===== config.mk =====
export PLATFORM = sky130hd
export DESIGN_NAME = aes_round_sequencer
export DESIGN_NICKNAME = d
export VERILOG_FILES = /design/src/rtl/aes_pkg.sv /design/src/rtl/aes_round_sequencer.sv
export SDC_FILE = /design/constraint.sdc
export NUM_CORES = 1
export LEC_CHECK = 0
export ABC_CLOCK_PERIOD_IN_PS = 1800
export CAP_MARGIN = 20
export CORE_AREA = 5 5 351 353
export CTS_BUF_LIST = sky130_fd_sc_hd__clkbuf_8 sky130_fd_sc_hd__clkbuf_16
export DETAILED_ROUTE_END_ITERATION = 12
export DIE_AREA = 0 0 356 358
export PLACE_DENSITY = 0.4
export SYNTH_ARGS = -nofsm -noshare
export SYNTH_HDL_FRONTEND = slang
export SYNTH_SLANG_ARGS = --single-unit

===== constraint.sdc =====
create_clock -name clk -period 1.8 [get_ports clk]
set_clock_uncertainty 0.1 [all_clocks]
set_input_delay 0.36 -clock clk [delete_from_list [all_inputs] [get_ports clk]]
set_output_delay 0.36 -clock clk [all_outputs]
set_load 0.02 [all_outputs]

===== src/rtl/aes_pkg.sv =====
// Shared widths and FSM encoding for the iterative AES round sequencer.
package aes_pkg;

    localparam int unsigned AES_BLOCK_W = 128;
    localparam int unsigned AES_ROUND_W = 4;

    typedef enum logic [1:0] {
        IDLE = 2'd0,
        RUN  = 2'd1,
        DONE = 2'd2
    } seq_state_t;

endpackage : aes_pkg


===== src/rtl/aes_round_sequencer.sv =====
// Feeds one block/key through the round engine NUM_ROUNDS times, looping each
// pass's result back as the next pass's input, then offers the final state downstream.
module aes_round_sequencer
    import aes_pkg::*;
#(
    parameter int unsigned NUM_ROUNDS    = 10,
    parameter int unsigned ROUND_LATENCY = 4
) (
    input  logic                   clk,
    input  logic                   rst,
    input  logic                   IN_VALID,
    output logic                   IN_READY,
    input  logic [AES_BLOCK_W-1:0] IN_DATA,
    input  logic [AES_BLOCK_W-1:0] IN_KEY,
    output logic                   OUT_VALID,
    input  logic                   OUT_READY,
    output logic [AES_BLOCK_W-1:0] OUT_DATA,
    output logic [AES_ROUND_W-1:0] RI_ROUND_KEY,
    output logic [AES_BLOCK_W-1:0] RI_IN_DATA,
    output logic [AES_BLOCK_W-1:0] RI_IN_KEY,
    input  logic [AES_BLOCK_W-1:0] RI_OUT_DATA,
    input  logic [AES_BLOCK_W-1:0] RI_OUT_KEY
);

    localparam int unsigned WAIT_W = $clog2(ROUND_LATENCY + 1);

    seq_state_t             r_state;
    logic [AES_BLOCK_W-1:0] r_data;
    logic [AES_BLOCK_W-1:0] r_key;
    logic [AES_ROUND_W-1:0] r_round;
    logic [WAIT_W-1:0]      r_wait;

    logic w_accept;
    logic w_round_done;
    logic w_last_round;

    assign w_accept     = IN_VALID & IN_READY;
    assign w_round_done = (r_wait == WAIT_W'(ROUND_LATENCY - 1));
    assign w_last_round = (r_round == AES_ROUND_W'(NUM_ROUNDS));

    // Sequencer FSM; engine results are captured only after a full latency window
    always_ff @(posedge clk) begin
        if (rst) begin
            r_state <= IDLE;
            r_data  <= '0;
            r_key   <= '0;
            r_round <= '0;
            r_wait  <= '0;
        end else begin
            case (r_state)
                IDLE: begin
                    if (w_accept) begin
                        r_data  <= IN_DATA;
                        r_key   <= IN_KEY;
                        r_round <= AES_ROUND_W'(1);
                        r_wait  <= '0;
                        r_state <= RUN;
                    end
                end
                RUN: begin
                    if (w_round_done) begin
                        r_data <= RI_OUT_DATA;
                        r_key  <= RI_OUT_KEY;
                        r_wait <= '0;
                        if (w_last_round) begin
                            r_state <= DONE;
                        end else begin
                            r_round <= r_round + AES_ROUND_W'(1);
                        end
                    end else begin
                        r_wait <= r_wait + WAIT_W'(1);
                    end
                end
                DONE: begin
                    // Retire and accept in the same cycle goes straight back to RUN
                    if (OUT_READY) begin
                        if (w_accept) begin
                            r_data  <= IN_DATA;
                            r_key   <= IN_KEY;
                            r_round <= AES_ROUND_W'(1);
                            r_wait  <= '0;
                            r_state <= RUN;
                        end else begin
                            r_state <= IDLE;
                        end
                    end
                end
                default: r_state <= IDLE;
            endcase
        end
    end

    assign IN_READY     = (r_state == IDLE) | ((r_state == DONE) & OUT_READY);
    assign OUT_VALID    = (r_state == DONE);
    assign OUT_DATA     = (r_state == DONE) ? r_data  : '0;
    assign RI_ROUND_KEY = (r_state == RUN)  ? r_round : '0;
    assign RI_IN_DATA   = (r_state == RUN)  ? r_data  : '0;
    assign RI_IN_KEY    = (r_state == RUN)  ? r_key   : '0;

    a_round_bound: assert property (@(posedge clk) disable iff (rst)
        r_round <= AES_ROUND_W'(NUM_ROUNDS));

endmodule : aes_round_sequencer


==> reports/metrics.yaml, run 1 <==
die:
  start_util_pct: 12.7
  core-area_um2: 119000
  die_area_um2: 127000
  chipHeight_um: 358
  rows: 127
  ios: 906
  die_w_um: 356
sta:
  finalHoldViolations: 0
  relSlewSlack_pct: 65.0
  finalSetupTns_ns: -282.98
  period_share_pct: 138
  fin_ws_ns: -0.691
  rsz0062_at_grt: "yes"
  worst_pin_slew_ns: 0.526
  setup_violations: 649
  drv_slew: 0
  holdWs_ns: 0.164
  clock.fmax_ghz: 0.402
  fin_crit_ns: 2.49
logic_synthesis:
  syn_nets: 2433
  syn_area_um2: 15200
  async_flop_share_pct: 0
  ys_types: 32
  ys.flop_type: "dfxtp_1"
  yosysWarnings: 0
  ys_ff_latch: 265
  synth_seq_area_share_pct: 34.8
  synthesis.instances: 1914
  synth-edff-count: 0
  synth.avg_cell_area_um2: 7.96
drt:
  drc: 0
  ant_nets: 0
  initialDrtViolationCount: 651
  wl_per_cell_um: 21.6
  first_pass_iters: 5
  finalWirelength_um: 97100
  viasPerCell: 3.75
  via_count: 16900
grt:
  grt_use_total_pct: 14.1
  antenna_found_initial: 27
  overflow: 0
  grt_max_degree: 45
  grt_pass1_vias: 17600
  grt_pass1_wl_um: 131000
power_and_ir_drop:
  ir_drop_mv: 0.547
  swShare_pct: 30.6
  p_int_uw: 14400
  power.total_uw: 20700
  power.switching_uw: 6350
  power_frac_comb_pct: 25.8
  powerDensity_nw_per_um2: 723
  pwr-share-seq_pct: 33.3
  p_leak_uw: 0.0118
  pwr-share-clk_pct: 40.9
final_layout:
  nets: 3368
  fillers: 13300
  final_common_cell: "nand2_1"
  final_core_util_pct: 24.0
  final_cell_mix: "nand2_1 (515), clkdlybuf4s50_1 (514), and2_1 (285)"
  multi_input_area_um2: 9110
  drive_gt1_share_pct: 27.1
  design_area_um2: 28700
  syn_to_final_growth_pct: 88.4
  seq_area_um2: 5310
cts:
  cts-buffers-inserted: 40
  clk_latency_ns: 0.57
  h-tree-depth: 2
  tritoncts: "built"
  clock_tree.root_cell: "clkbuf_16"
  clockBufferDepth: 3
  numClockSinks: 265
  ctsHoldBuffers: 0
  cts.clk_slew.worst_paths_ns: 0.05
place:
  io_buffers: 905
  gp_congestion: 0.810
  place_area_um2: 27100
  hpwl_um: 76300
status:
  failed_checks: "negative setup slack"
  status: "finished, violations left"
critical_path:
  required_ns: 1.34
  crit_fanout: 32
  endpoint_kind: "output port"
  r2r_end: "r_key[4]$_SDFFE_PP0P_"
  critPathKind: "reg2out"
  worstRegToRegCells: 9
  r2r_slack_ns: -0.31
  cp.arrival_ns: 2.03
  reg2reg_from: "r_state[0]$_SDFFE_PP0P_"
  cp-start-kind: "flop"
  crit_start: "r_state[0]$_SDFFE_PP0P_"
hold_path:
  hold_depth: 2
  hp-start: "rst"
  hold_path.class: "in2reg"
  holdPathEnd: "r_state[1]$_SDFFE_PP0P_"
run:
  drv_cap: 0
==> kinds of logic (layout without fill, tap and decap cells) <==
| kind of cell | after synthesis | after routing | synth area share (%) |
|---|---|---|---|
| other | 0 | 13 | 0 |
| adder cells (fa/ha/maj) | 3 | 3 | 0.246 |
| AND/OR/NAND/NOR | 1179 | 1179 | 35.9 |
| AO/OA/AOI/OAI | 273 | 273 | 22.5 |
| flip-flops | 265 | 265 | 34.8 |
| buffers and inverters | 194 | 1160 | 6.55 |
==> cells in the mapped netlist, types with 2 or more instances <==
| cell type | count | area [um^2] |
|---|---|---|
| and2_1 | 385 | 2410 |
| a21oi_1 | 5 | 25.0 |
| dfxtp_1 | 265 | 5310 |
| nor2b_1 | 3 | 18.8 |
| nor3_1 | 2 | 10.0 |
| buf_4 | 50 | 375 |
| a211oi_1 | 2 | 15.0 |
| a311oi_1 | 90 | 788 |
| nand3_1 | 2 | 10.0 |
| nand2b_1 | 3 | 18.8 |
| nand2b_4 | 2 | 27.5 |
| clkbuf_1 | 94 | 353 |
| ha_1 | 3 | 37.5 |
| nand2_1 | 515 | 1930 |
| inv_1 | 5 | 18.8 |
| buf_6 | 4 | 45.0 |
| buf_2 | 41 | 205 |
| nor2_1 | 264 | 991 |
| a311oi_2 | 166 | 2490 |
==> final cells by class <==
class | instances | share of cell area, %
Clock buffer | 49 | 4.00
Timing Repair Buffer | 1082 | 37.7
Inverter | 5 | 0.0654
Sequential cell | 265 | 18.5
Clock inverter | 24 | 0.846
Antenna cell | 13 | 0.113
Tap cell | 1612 | 7.03
Multi-Input combinational cell | 1455 | 31.8
==> worst max path at each step <==
stage                          endpoint  slack, ns  cells past startpoint
6_report                  RI_IN_KEY[68]      -0.69                      6
5_1_grt                    OUT_DATA[54]      -0.81                      7
2_1_floorplan            RI_IN_KEY[100]     -0.005                      6
3_5_place_dp      r_key[4]$_SDFFE_PP0P_      -0.66                      8
3_3_place_gp   r_data[124]$_SDFFE_PP0P_      -0.65                      8
4_1_cts                    OUT_DATA[34]      -0.80                      7
==> worst max-delay path: stages, from the launching register on <==
cell,delay (ns)
dfxtp_2,0.32
nor2b_4,0.19
buf_12,0.19
buf_6,0.18
buf_12,0.18
and2_2,0.16
buf_4,0.15
==> per-layer routing <==
| layer | up-vias | global-route usage, % | part of all wire, % |
|---|---|---|---|
| met5 | - | 0 | 0.048 |
| met4 | 6 | 3.62 | 2.1 |
| met3 | 97 | 4.45 | 7.8 |
| met2 | 595 | 24.9 | 50 |
| met1 | 7857 | 16.6 | 40 |
| li1 | 8341 | - | - |
==> power by group through the flow <==
stage / Sequential, uW / Clock, uW / Combinational (uW)
2_1_floorplan: 6790 / 0 / 2690
3_3_place_gp: 7030 / 0 / 5450
3_5_place_dp: 7040 / 0 / 5470
4_1_cts: 6920 / 8880 / 5440
5_1_grt: 6990 / 9040 / 5820
6_report: 6910 / 8480 / 5360
==> sequential cells by signal, indices dropped and copies added, names as in the netlist <==
name	count
r_data	128
r_wait	3
r_state	2
r_round	4
r_key	128
==> per-stage QoR <==
stage / setup WS, ns / cells
3_3_place_gp: -0.650 / 4393
4_1_cts: -0.802 / 4477
3_5_place_dp: -0.659 / 4393
5_1_grt: -0.814 / 4499
2_1_floorplan: -0.00539 / 1914
6_report: -0.691 / 4505
==> timing repair <==
action                                  in CTS  in global routing
pin swaps                                    1                  8
endpoints found under the hold margin        0                  0
gates resized for setup                    630                309
gates cloned                                 4                  9
endpoints found under the setup margin     649                649
setup buffers                                7                  6
Note: power is estimated with default switching activity, not from simulation.
==> run 2, diff against run 1 <==
==> config.mk (replaced) <==
export PLATFORM = sky130hd
export DESIGN_NAME = aes_round_sequencer
export DESIGN_NICKNAME = d
export VERILOG_FILES = /design/src/rtl/aes_pkg.sv /design/src/rtl/aes_round_sequencer.sv
export SDC_FILE = /design/constraint.sdc
export NUM_CORES = 1
export LEC_CHECK = 0
export ABC_CLOCK_PERIOD_IN_PS = 3000
export CAP_MARGIN = 20
export CORE_AREA = 5 5 355 357
export CTS_BUF_LIST = sky130_fd_sc_hd__clkbuf_8 sky130_fd_sc_hd__clkbuf_16
export DETAILED_ROUTE_END_ITERATION = 12
export DIE_AREA = 0 0 360 362
export PLACE_DENSITY = 0.38
export SYNTH_ARGS = -nofsm -noshare
export SYNTH_HDL_FRONTEND = slang
export SYNTH_SLANG_ARGS = --single-unit
==> constraint.sdc (replaced) <==
create_clock -name clk -period 3 [get_ports clk]
set_clock_uncertainty 0.1 [all_clocks]
set_input_delay 0.6 -clock clk [delete_from_list [all_inputs] [get_ports clk]]
set_output_delay 0.6 -clock clk [all_outputs]
set_load 0.02 [all_outputs]
==> run 2 against run 1 <==
The flow now finishes without violations. First-iteration DRC count down 3.1%. Sequential share of layout area up 0.84 points. Count of clock-buffer cells in the layout up 5. Sequential power down 39%. Hold slack better by 0.22 ns. Critical path type unchanged. Largest cell class unchanged. Largest power group unchanged.
==> reports/metrics.yaml, run 2 (synthesized netlist as in run 1, its figures left out) <==
die:
  start_util_pct: 12.4
  ios: 906
  core-area_um2: 123000
  die_area_um2: 130000
  rows: 129
  chipHeight_um: 362
  die_w_um: 360
critical_path:
  slowest_stage: "dfxtp_2"
  cp.arrival_ns: 2.17
  crit_start: "r_state[0]$_SDFFE_PP0P_"
  crit_fanout: 28
  required_ns: 2.30
  endpoint_kind: "output port"
  critPathKind: "reg2out"
  cpPeakStageDelay_ns: 0.36
  worstRegToRegCells: 6
  reg2reg_from: "r_state[0]$_SDFFE_PP0P_"
  cp_common_cell: "buf_12"
  cp-start-kind: "flop"
  cp_cell_sequence: "nor2b_4, buf_4, buf_12, buf_12, and2_1, dlygate4sd2_1"
cts:
  cts.clk_slew.worst_paths_ns: 0.06
  tritoncts: "built"
  clk_latency_ns: 0.58
  clock_tree.root_cell: "clkbuf_16"
  numClockSinks: 265
  cts-buffers-inserted: 39
  h-tree-depth: 2
  clockBufferDepth: 3
drt:
  drc: 0
  finalWirelength_um: 95600
  initialDrtViolationCount: 631
  viasPerCell: 3.73
  ant_nets: 0
  wl_per_cell_um: 21.5
  via_count: 16600
  first_pass_iters: 5
sta:
  clock.fmax_ghz: 0.349
  period_share_pct: 95.6
  relSlewSlack_pct: 49.4
  fin_crit_ns: 2.87
  fin_ws_ns: 0.131
  finalHoldViolations: 0
  worst_pin_slew_ns: 0.759
  rsz0062_at_grt: "yes"
  drv_slew: 0
  setup_violations: 0
place:
  dp_cells: 4356
  hpwl_um: 74800
  gp_congestion: 0.795
  io_buffers: 905
  preCtsSetupSlack_ns: 0.232
grt:
  grt_pass1_wl_um: 132000
  antenna_found_initial: 24
  overflow: 0
  grt_pass1_vias: 17300
  grt_max_degree: 112
  grt_use_total_pct: 13.9
power_and_ir_drop:
  powerDensity_nw_per_um2: 433
  p_leak_uw: 0.0117
  ir_drop_mv: 0.291
hold_path:
  hp-start: "r_wait[0]$_SDFFE_PP0P_"
  hold_depth: 1
  hold_path.class: "reg2reg"
run:
  drv_cap: 0
final_layout:
  seq_area_um2: 5310
  final_cell_mix: "clkdlybuf4s50_1 (518), nand2_1 (515), and2_1 (385)"
  final_common_cell: "clkdlybuf4s50_1"
  multi_input_area_um2: 8950
  fillers: 13700
  drive_gt1_share_pct: 14.2
  reg.largest.list: "r_data (128), r_key (128), r_round (4)"
  syn_to_final_growth_pct: 80.2
  final_cells: 4455
  nets: 3295
status:
  status: "finished clean"
-- run 2: changes by cell type in the layout (fill, tap and decap cells not counted), moves of 8 or more --
cell / delta
dlygate4sd2_1: +167
and2_1: +100
buf_4: -100
and2_2: -68
clkbuf_2: -68
clkdlybuf4s15_2: -68
buf_6: -38
clkdlybuf4s15_1: +37
and2_4: -32
buf_12: -29
buf_2: +29
clkbuf_16: -8
-- run 2: layout make-up --
type / instances / share of cell area [%]
repair buffers: 1010 / 35.8
multi-input cells: 1455 / 32.6
flip-flops and latches: 265 / 19.3
well taps: 1637 / 7.46
clock buffers: 54 / 4.35
clock inverters: 14 / 0.274
diodes: 15 / 0.137
inverters: 5 / 0.0684
-- run 2: worst max-delay path: cells and delay by family (launching register included) --
family	cells	cell delay, ns
buf+inv	4	0.85
flops	1	0.36
simple gates	2	0.32
-- run 2: final timing paths --
| path | to | slack (ns) |
|---|---|---|
| setup / recovery | RI_IN_KEY[9] | 0.13 |
| hold / removal | r_wait[0]$_SDFFE_PP0P_ | 0.38 |
| setup reg to reg | r_key[31]$_SDFFE_PP0P_ | 0.85 |
| hold reg to reg | r_wait[0]$_SDFFE_PP0P_ | 0.38 |
-- run 2: power breakdown --
| group | switching (uW) | leakage [uW] | internal [uW] |
|---|---|---|---|
| Clock | 1960 | 0.000663 | 2760 |
| Combinational | 1520 | 0.00885 | 1460 |
| Sequential | 323 | 0.00220 | 3880 |
| Total | 3790 | 0.0117 | 8100 |
-- run 2: what timing repair did --
action | in CTS | in global routing
hold buffers | 0 | 0
buffers inserted | 7 | 3
resized for setup | 532 | 82
gates cloned | 6 | 1
setup endpoints to repair | 384 | 83
-- run 2: layer usage --
layer	share of wire (%)	up-vias	GRT usage, %
met3	7.8	91	5.04
li1	-	8179	-
met5	0.12	-	0
met4	2.1	16	3.55
met1	42	7751	16.5
met2	48	584	23.9
-- run 2: stage by stage --
step / util (%) / instance area (um^2) / hold slack, ns / TNS [ns] / power (uW)
floorplan: - / 15200 / 0.344 / 0 / 5680
global placement: 21.5 / 26400 / 0.369 / 0 / 7340
detailed placement: 21.5 / 26400 / 0.370 / 0 / 7350
CTS: 22.4 / 27500 / 0.384 / -0.574 / 12200
global route: 22.4 / 27400 / 0.408 / -0.0115 / 12500
finish: 22.4 / 27400 / 0.379 / 0 / 11900
